===== src/rtl/ex_pkg.sv =====
// ex_pkg: shared opcodes, result classes, divider states and widths for the EX stage
package ex_pkg;
  localparam int ALU_OP_W = 8;
  localparam int ALU_SEL_W = 3;
  localparam int REG_W = 32;
  localparam int REG_ADDR_W = 5;
  localparam logic [ALU_OP_W-1:0] EXE_NOP_OP = 8'b0000_0000;
  localparam logic [ALU_OP_W-1:0] EXE_AND_OP = 8'b0010_0100;
  localparam logic [ALU_OP_W-1:0] EXE_OR_OP = 8'b0010_0101;
  localparam logic [ALU_OP_W-1:0] EXE_XOR_OP = 8'b0010_0110;
  localparam logic [ALU_OP_W-1:0] EXE_NOR_OP = 8'b0010_0111;
  localparam logic [ALU_OP_W-1:0] EXE_SLL_OP = 8'b0111_1100;
  localparam logic [ALU_OP_W-1:0] EXE_SRL_OP = 8'b0000_0010;
  localparam logic [ALU_OP_W-1:0] EXE_SRA_OP = 8'b0000_0011;
  localparam logic [ALU_OP_W-1:0] EXE_SLT_OP = 8'b0010_1010;
  localparam logic [ALU_OP_W-1:0] EXE_SLTU_OP = 8'b0010_1011;
  localparam logic [ALU_OP_W-1:0] EXE_ADD_OP = 8'b0010_0000;
  localparam logic [ALU_OP_W-1:0] EXE_ADDU_OP = 8'b0010_0001;
  localparam logic [ALU_OP_W-1:0] EXE_SUB_OP = 8'b0010_0010;
  localparam logic [ALU_OP_W-1:0] EXE_SUBU_OP = 8'b0010_0011;
  localparam logic [ALU_OP_W-1:0] EXE_DIV_OP = 8'b0001_1010;
  localparam logic [ALU_OP_W-1:0] EXE_DIVU_OP = 8'b0001_1011;
  localparam logic [ALU_SEL_W-1:0] EXE_RES_NOP = 3'b000;
  localparam logic [ALU_SEL_W-1:0] EXE_RES_LOGIC = 3'b001;
  localparam logic [ALU_SEL_W-1:0] EXE_RES_SHIFT = 3'b010;
  localparam logic [ALU_SEL_W-1:0] EXE_RES_ARITH = 3'b100;
  typedef enum logic [1:0] {DIV_FREE, DIV_BY_ZERO, DIV_ON, DIV_END} div_state_e;
endpackage


===== src/rtl/ex_div.sv =====
// ex_div: iterative restoring divider, one quotient bit per cycle, signed or unsigned
import ex_pkg::*;
module ex_div (
  input  logic               clk,
  input  logic               rst,
  input  logic               signed_div,
  input  logic [REG_W-1:0]   opdata1,
  input  logic [REG_W-1:0]   opdata2,
  input  logic               start,
  output logic [2*REG_W-1:0] result,
  output logic               ready
);
  div_state_e state;
  logic [4:0] cnt;
  logic [REG_W-1:0] rem, quo, dvs, mag1, mag2, r_next, q_next;
  logic [REG_W:0] tmp, diff;
  logic neg1, neg2, neg_q, neg_r;
  assign neg1 = signed_div & opdata1[REG_W-1];
  assign neg2 = signed_div & opdata2[REG_W-1];
  assign mag1 = neg1 ? -opdata1 : opdata1;
  assign mag2 = neg2 ? -opdata2 : opdata2;
  assign tmp = {rem, quo[REG_W-1]};
  assign diff = tmp - {1'b0, dvs};
  assign r_next = diff[REG_W] ? tmp[REG_W-1:0] : diff[REG_W-1:0];
  assign q_next = {quo[REG_W-2:0], ~diff[REG_W]};
  assign ready = state == DIV_END;
  always_ff @(posedge clk) begin
    if (rst) begin
      state <= DIV_FREE;
      cnt <= '0;
      rem <= '0;
      quo <= '0;
      dvs <= '0;
      neg_q <= 1'b0;
      neg_r <= 1'b0;
      result <= '0;
    end else begin
      case (state)
        DIV_FREE: if (start) begin
          if (opdata2 == '0) state <= DIV_BY_ZERO;
          else begin
            state <= DIV_ON;
            cnt <= '0;
            rem <= '0;
            quo <= mag1;
            dvs <= mag2;
            neg_q <= neg1 ^ neg2;
            neg_r <= neg1;
          end
        end
        DIV_BY_ZERO: begin
          state <= DIV_END;
          result <= '0;
        end
        DIV_ON: begin
          rem <= r_next;
          quo <= q_next;
          cnt <= cnt + 5'd1;
          if (cnt == 5'd31) begin
            state <= DIV_END;
            result <= {neg_r ? -r_next : r_next, neg_q ? -q_next : q_next};
          end
        end
        default: if (!start) state <= DIV_FREE;
      endcase
    end
  end
endmodule


===== src/rtl/ex.sv =====
// ex: EX stage ALU with stall logic; optional iterative divider under EX_DIV_EN
import ex_pkg::*;
module ex (
  input  logic                  clk,
  input  logic                  rst,
  input  logic [ALU_OP_W-1:0]   aluop_i,
  input  logic [ALU_SEL_W-1:0]  alusel_i,
  input  logic [REG_W-1:0]      reg1_i,
  input  logic [REG_W-1:0]      reg2_i,
  input  logic [REG_ADDR_W-1:0] wd_i,
  input  logic                  wreg_i,
  output logic [REG_ADDR_W-1:0] wd_o,
  output logic                  wreg_o,
  output logic [REG_W-1:0]      wdata_o,
  output logic [REG_W-1:0]      hi_o,
  output logic [REG_W-1:0]      lo_o,
  output logic                  whilo_o,
  output logic                  stallreq_o
);
  logic [REG_W-1:0] logic_res, shift_res, arith_res, addend, sum, wdata;
  logic [2*REG_W-1:0] hilo;
  logic is_div, is_sub, ov, ov_kill, div_kill, stall, whilo;
  assign is_div = aluop_i == EXE_DIV_OP || aluop_i == EXE_DIVU_OP;
  assign is_sub = aluop_i == EXE_SUB_OP || aluop_i == EXE_SUBU_OP;
  assign addend = is_sub ? ~reg2_i : reg2_i;
  assign sum = reg1_i + addend + {{(REG_W-1){1'b0}}, is_sub};
  assign ov = reg1_i[REG_W-1] == addend[REG_W-1] && sum[REG_W-1] != reg1_i[REG_W-1];
  assign ov_kill = ov && (aluop_i == EXE_ADD_OP || aluop_i == EXE_SUB_OP);
  always_comb begin
    logic_res = aluop_i == EXE_AND_OP ? reg1_i & reg2_i :
                aluop_i == EXE_OR_OP  ? reg1_i | reg2_i :
                aluop_i == EXE_XOR_OP ? reg1_i ^ reg2_i :
                aluop_i == EXE_NOR_OP ? ~(reg1_i | reg2_i) : '0;
    shift_res = aluop_i == EXE_SLL_OP ? reg2_i << reg1_i[4:0] :
                aluop_i == EXE_SRL_OP ? reg2_i >> reg1_i[4:0] :
                aluop_i == EXE_SRA_OP ? REG_W'($signed(reg2_i) >>> reg1_i[4:0]) : '0;
    arith_res = aluop_i == EXE_SLT_OP  ? {{(REG_W-1){1'b0}}, $signed(reg1_i) < $signed(reg2_i)} :
                aluop_i == EXE_SLTU_OP ? {{(REG_W-1){1'b0}}, reg1_i < reg2_i} :
                (aluop_i == EXE_ADD_OP || aluop_i == EXE_ADDU_OP || is_sub) ? sum : '0;
    wdata = alusel_i == EXE_RES_LOGIC ? logic_res :
            alusel_i == EXE_RES_SHIFT ? shift_res :
            alusel_i == EXE_RES_ARITH ? arith_res : '0;
  end
`ifdef EX_DIV_EN
  logic ready;
  logic [2*REG_W-1:0] result;
  ex_div u_div (
    .clk       (clk),
    .rst       (rst),
    .signed_div(aluop_i == EXE_DIV_OP),
    .opdata1   (reg1_i),
    .opdata2   (reg2_i),
    .start     (is_div & ~ready),
    .result    (result),
    .ready     (ready)
  );
  assign stall = is_div & ~ready;
  assign whilo = is_div & ready;
  assign hilo = whilo ? result : '0;
  assign div_kill = 1'b0;
`else
  logic unused_clk;
  assign unused_clk = clk;
  assign stall = 1'b0;
  assign whilo = 1'b0;
  assign hilo = '0;
  assign div_kill = is_div;
`endif
  assign wd_o = rst ? '0 : wd_i;
  assign wreg_o = rst || ov_kill || div_kill ? 1'b0 : wreg_i;
  assign wdata_o = rst ? '0 : wdata;
  assign hi_o = rst ? '0 : hilo[2*REG_W-1:REG_W];
  assign lo_o = rst ? '0 : hilo[REG_W-1:0];
  assign whilo_o = ~rst & whilo;
  assign stallreq_o = ~rst & stall;
endmodule


===== config.mk =====
export PLATFORM = sky130hd
export DESIGN_NAME = ex
export DESIGN_NICKNAME = d
export VERILOG_FILES = /design/src/rtl/ex_pkg.sv /design/src/rtl/ex_div.sv /design/src/rtl/ex.sv
export SDC_FILE = /design/constraint.sdc
export NUM_CORES = 1
export LEC_CHECK = 0
export CORE_MARGIN = 8
export CORE_UTILIZATION = 30
export DETAILED_ROUTE_END_ITERATION = 8
export PLACE_DENSITY = 0.56
export SKIP_LAST_GASP = 1
export SYNTH_ARGS = -nofsm -noshare
export SYNTH_HDL_FRONTEND = slang
export SYNTH_SLANG_ARGS = --single-unit
export TNS_END_PERCENT = 30

===== constraint.sdc =====
create_clock -name vclk -period 6.8
set_input_delay 1.36 -clock vclk [all_inputs]
set_output_delay 1.36 -clock vclk [all_outputs]
set_load 0.02 [all_outputs]

==> results by stage <==
Layout:
- The synthesis-to-finish area growth is 23.8%.
- The area taken by multi-input logic gates is 8720 um2.
- The design has 0 sequential cells.
- The share of layout cells above drive strength 1 is 16.0%.
- In the final design database the tool counted 1,785 nets.
- After filler insertion, the fill cell instance count of the layout stands at 3,395.
- The area taken by flip-flops and latches is 0 um2.
- The number of non-filler instances in the completed layout is 1,968.
- The total non-filler cell area in the finished layout is 11,900 um2.
- After layout, the clock buffer instance count stands at 0.
- The final core utilization is 37.8%.
- The repair_antennas step left the layout with diodes totalling 0.

STA:
- Setup violations remaining at the end of the flow were counted as 5.
- The final critical-path setup slack is -91.5 ps.
- Setup repair after global routing could not meet its margin everywhere.
- The final count of hold timing violations was 0.
- The setup TNS after final layout is -145 ps.
- The maximum clock rate is 145 MHz.
- The count of pins over their slew limit is 0.
- The slew at the pin closest to its max-slew limit is 770 ps.
- The tightest hold path in the finished design has a slack of 3420 ps.
- The post-route fraction of the period consumed by the critical path is 101%.
- The smallest clock period supported by the final layout is computed as 6890 ps.
- Measured against its own limit, the worst slew margin works out to 48.7%.

Global route:
- Entering global routing, the biggest net connects 78 pins.
- The first global-routing pass estimated 64.3 mm of wire.
- The number of global-route vias before repair is 10,418.
- The overall track demand over capacity in global routing is 21.2%.
- The initial antenna violation count is 1.
- After global routing the overflow that remains totals 0.

Yosys:
- In the post-synthesis netlist, the biggest area contributors are sky130_fd_sc_hd__ha_1 (17%), sky130_fd_sc_hd__mux4_2 (8.0%), sky130_fd_sc_hd__xnor2_1 (6.7%).
- The total number of yosys warnings is 0.
- The mean instance size in the synthesized netlist is 6.90 um2.
- The share of the synthesized area in the top cell type is 17.3%.
- The register area share after synthesis is 0%.
- The synthesized design spends more area on one cell type than any other, namely sky130_fd_sc_hd__ha_1.
- The number of different library cells used by synthesis comes to 79.
- Synthesis produced 1,395 cells.
- The cell area that synthesis handed to floorplanning was 9630 um2.

Detailed routing:
- The remaining routing DRC violations is 0.
- In this run the remaining antenna-violating nets after routing total 0.
- The number of iterations in the first detailed-routing pass is 6.
- The total vias in the final route is 10,962.
- After detailed routing, the average wire length per cell comes to 21.6 um.
- The first-iteration detailed-routing DRC count is 996.
- The detailed-route wire length is 42.5 mm.
- In the routed layout, each cell is associated on average with a via count of 5.57.

Worst setup path:
- The source of the critical timing path is aluop_i[7].
- In this design, the stage delay of the slowest critical-path cell is 460 ps.
- The largest individual stage delay along the critical path comes from the cell sky130_fd_sc_hd__clkdlybuf4s50_1.
- The required arrival time at the worst endpoint is 5440 ps.
- Following the worst setup path forward leads to its endpoint at wdata_o[30].
- The worst setup path is of the in -> out kind.
- The arrival time of data at the critical path endpoint is 5530 ps.
- STA classifies the critical path endpoint as a primary output.
- The maximum fanout along the worst path is 16.
- The worst setup path is launched from an input port.
- The signal on the critical path passes through clkdlybuf4s50_1 -> nor4b_4 -> nand2_4 -> buf_8 -> buf_4 -> xnor2_1 -> ha_1 -> nand3_1 -> nor3_1 -> nand3_1 -> o21ai_1 -> buf_4 -> a21oi_1 -> a21oi_1 -> and4b_1 -> o21ai_0 -> a311oi_1 -> dlygate4sd2_1.

Power and ir drop:
- The fraction of power consumed by the clock network is 0%.
- For this design the total switching power over the nets is 0.500 mW.
- The power per standard cell area is 72.4 nW/um2.
- For this design the static power due to leakage is 5.31 nW.
- In this run switching power makes up 57.9% of total power.
- The maximum resistive drop on vdd is 0.0444 mV.
- Internal power comes to 0.364 mW.
- The portion of total power attributed to sequential cells is 0%.
- The design draws 0.863 mW.
- Combinational logic burns 100.0% of the power.

Placed design:
- At the placement stage, the worst setup path has a slack of -547 ps.
- The number of placed instances, taps included, is 1,967.
- The placed instances occupy a cell area of 11,800 um2.
- The quantity of I/O buffers inserted on ports is 120.
- The final weighted congestion in routability-driven placement is 0.993.
- Detailed placement ended at an HPWL of 34.3 mm.

Floorplan:
- The initial utilization of the core area, before any placement, comes to 30.5%.
- The total area inside the core boundary comes to 31,600 um2.
- The floorplan has 65 rows.
- The height of the die is 195 um.
- In this run the horizontal extent of the chip is 195 um.
- 187 I/O pins were placed.
- The full die area is 38,100 um2.

Clock tree:
- In this run, post-CTS hold repair placed 0 buffers.

Flow run:
- The count of maximum capacitance violations is 0.

Hold path:
- The type of the worst min-delay path is in -> out.
- Along the worst hold path, the cell count comes to 4.

Status:
- The run finished, with violations left.
- The checks that failed: setup timing.
-- logic make-up (layout without fill, tap and decap cells) --
| logic type | after synthesis | in the layout | share of synthesized area (%) |
|---|---|---|---|
| xor+xnor | 90 | 90 | 8.19 |
| mux | 101 | 101 | 15.0 |
| compound gates | 423 | 423 | 28.0 |
| simple gates | 392 | 392 | 18.4 |
| other cells | 1 | 66 | 0.0390 |
| fa+ha+maj | 134 | 134 | 17.5 |
| buf+inv | 254 | 360 | 12.8 |
-- worst min path at each step --
stage / start / endpoint / slack (ps)
finish: wreg_i / wreg_o / 3420
global route: wreg_i / wreg_o / 3460
CTS: wreg_i / wreg_o / 3610
detailed placement: wd_i[0] / wd_o[0] / 3760
global placement: wd_i[0] / wd_o[0] / 3760
floorplan: wreg_i / wreg_o / 2870
-- per-layer routing --
layer	vias to the layer above	global-route usage [%]	part of all wire, %
met5	-	0	0.031
met4	2	7.30	4.0
met3	77	2.11	6.6
met2	458	36.2	47
met1	5213	27.3	42
li1	5212	-	-
-- placed cells by master, fill, tap and decap left out, drive strengths merged, types with 13 or more instances in the layout --
cell type | Yosys | final
mux4 | 34 | 34
clkdlybuf4s50 | 0 | 100
nor2 | 158 | 158
a21oi | 125 | 125
a22oi | 13 | 13
nand2 | 125 | 125
mux2i | 59 | 59
xnor2 | 74 | 74
nor2b | 15 | 15
ha | 133 | 133
o211ai | 15 | 15
nor3 | 20 | 20
o21ai | 107 | 107
conb | 1 | 66
nand3 | 19 | 19
xor2 | 16 | 16
inv | 85 | 85
a211oi | 26 | 26
buf | 106 | 164
a221oi | 16 | 16
o22ai | 19 | 19
-- power groups by stage --
stage	clock network, mW	logic [mW]	registers (mW)
floorplan	0	0.551	0
global placement	0	0.830	0
detailed placement	0	0.836	0
CTS	0	0.842	0
global route	0	0.935	0
finish	0	0.863	0
-- synthesized netlist by cell type, types with 6 or more instances --
cell type and instances:
sky130_fd_sc_hd__nor4_1 6, sky130_fd_sc_hd__buf_4 67, sky130_fd_sc_hd__xnor2_1 74, sky130_fd_sc_hd__a22oi_1 13, sky130_fd_sc_hd__and2_1 9, sky130_fd_sc_hd__o22ai_1 19
sky130_fd_sc_hd__nor2_1 157, sky130_fd_sc_hd__a21o_1 12, sky130_fd_sc_hd__buf_1 16, sky130_fd_sc_hd__buf_2 23, sky130_fd_sc_hd__a211oi_1 26, sky130_fd_sc_hd__o21a_1 10
sky130_fd_sc_hd__nand2_1 125, sky130_fd_sc_hd__mux2_2 8, sky130_fd_sc_hd__a221oi_1 16, sky130_fd_sc_hd__o21ai_0 103, sky130_fd_sc_hd__nor3_1 20, sky130_fd_sc_hd__mux4_2 34
sky130_fd_sc_hd__o21bai_1 6, sky130_fd_sc_hd__inv_1 83, sky130_fd_sc_hd__ha_1 133, sky130_fd_sc_hd__a21oi_1 124, sky130_fd_sc_hd__nand3_1 19, sky130_fd_sc_hd__a31oi_1 12
sky130_fd_sc_hd__mux2i_1 59, sky130_fd_sc_hd__nor2b_1 15, sky130_fd_sc_hd__o211ai_1 14, sky130_fd_sc_hd__a311oi_1 7, sky130_fd_sc_hd__xor2_1 16, sky130_fd_sc_hd__nand2b_1 9
sky130_fd_sc_hd__clkbuf_1 63
-- critical path, delay by kind of cell --
kind,cells,cell delay [ps]
buf+inv,5,1430
xor+xnor,1,140
simple gates,6,1370
compound gates,5,890
fa+ha+maj,1,310
-- layout make-up --
| cell class | count | area share [%] |
|---|---|---|
| repair buffers | 275 | 19.9 |
| well taps | 402 | 4.22 |
| multi-input cells | 1206 | 73.2 |
| inverters | 85 | 2.68 |
-- what timing repair did --
| item | CTS | global route |
|---|---|---|
| resized for setup | 29 | 27 |
| gates cloned | 0 | 0 |
| endpoints found under the hold margin | 0 | 0 |
| pin swaps | 5 | 4 |
| endpoints found under the setup margin | 19 | 22 |
| setup buffers | 1 | 0 |
Power figures use the tool's default switching activity.
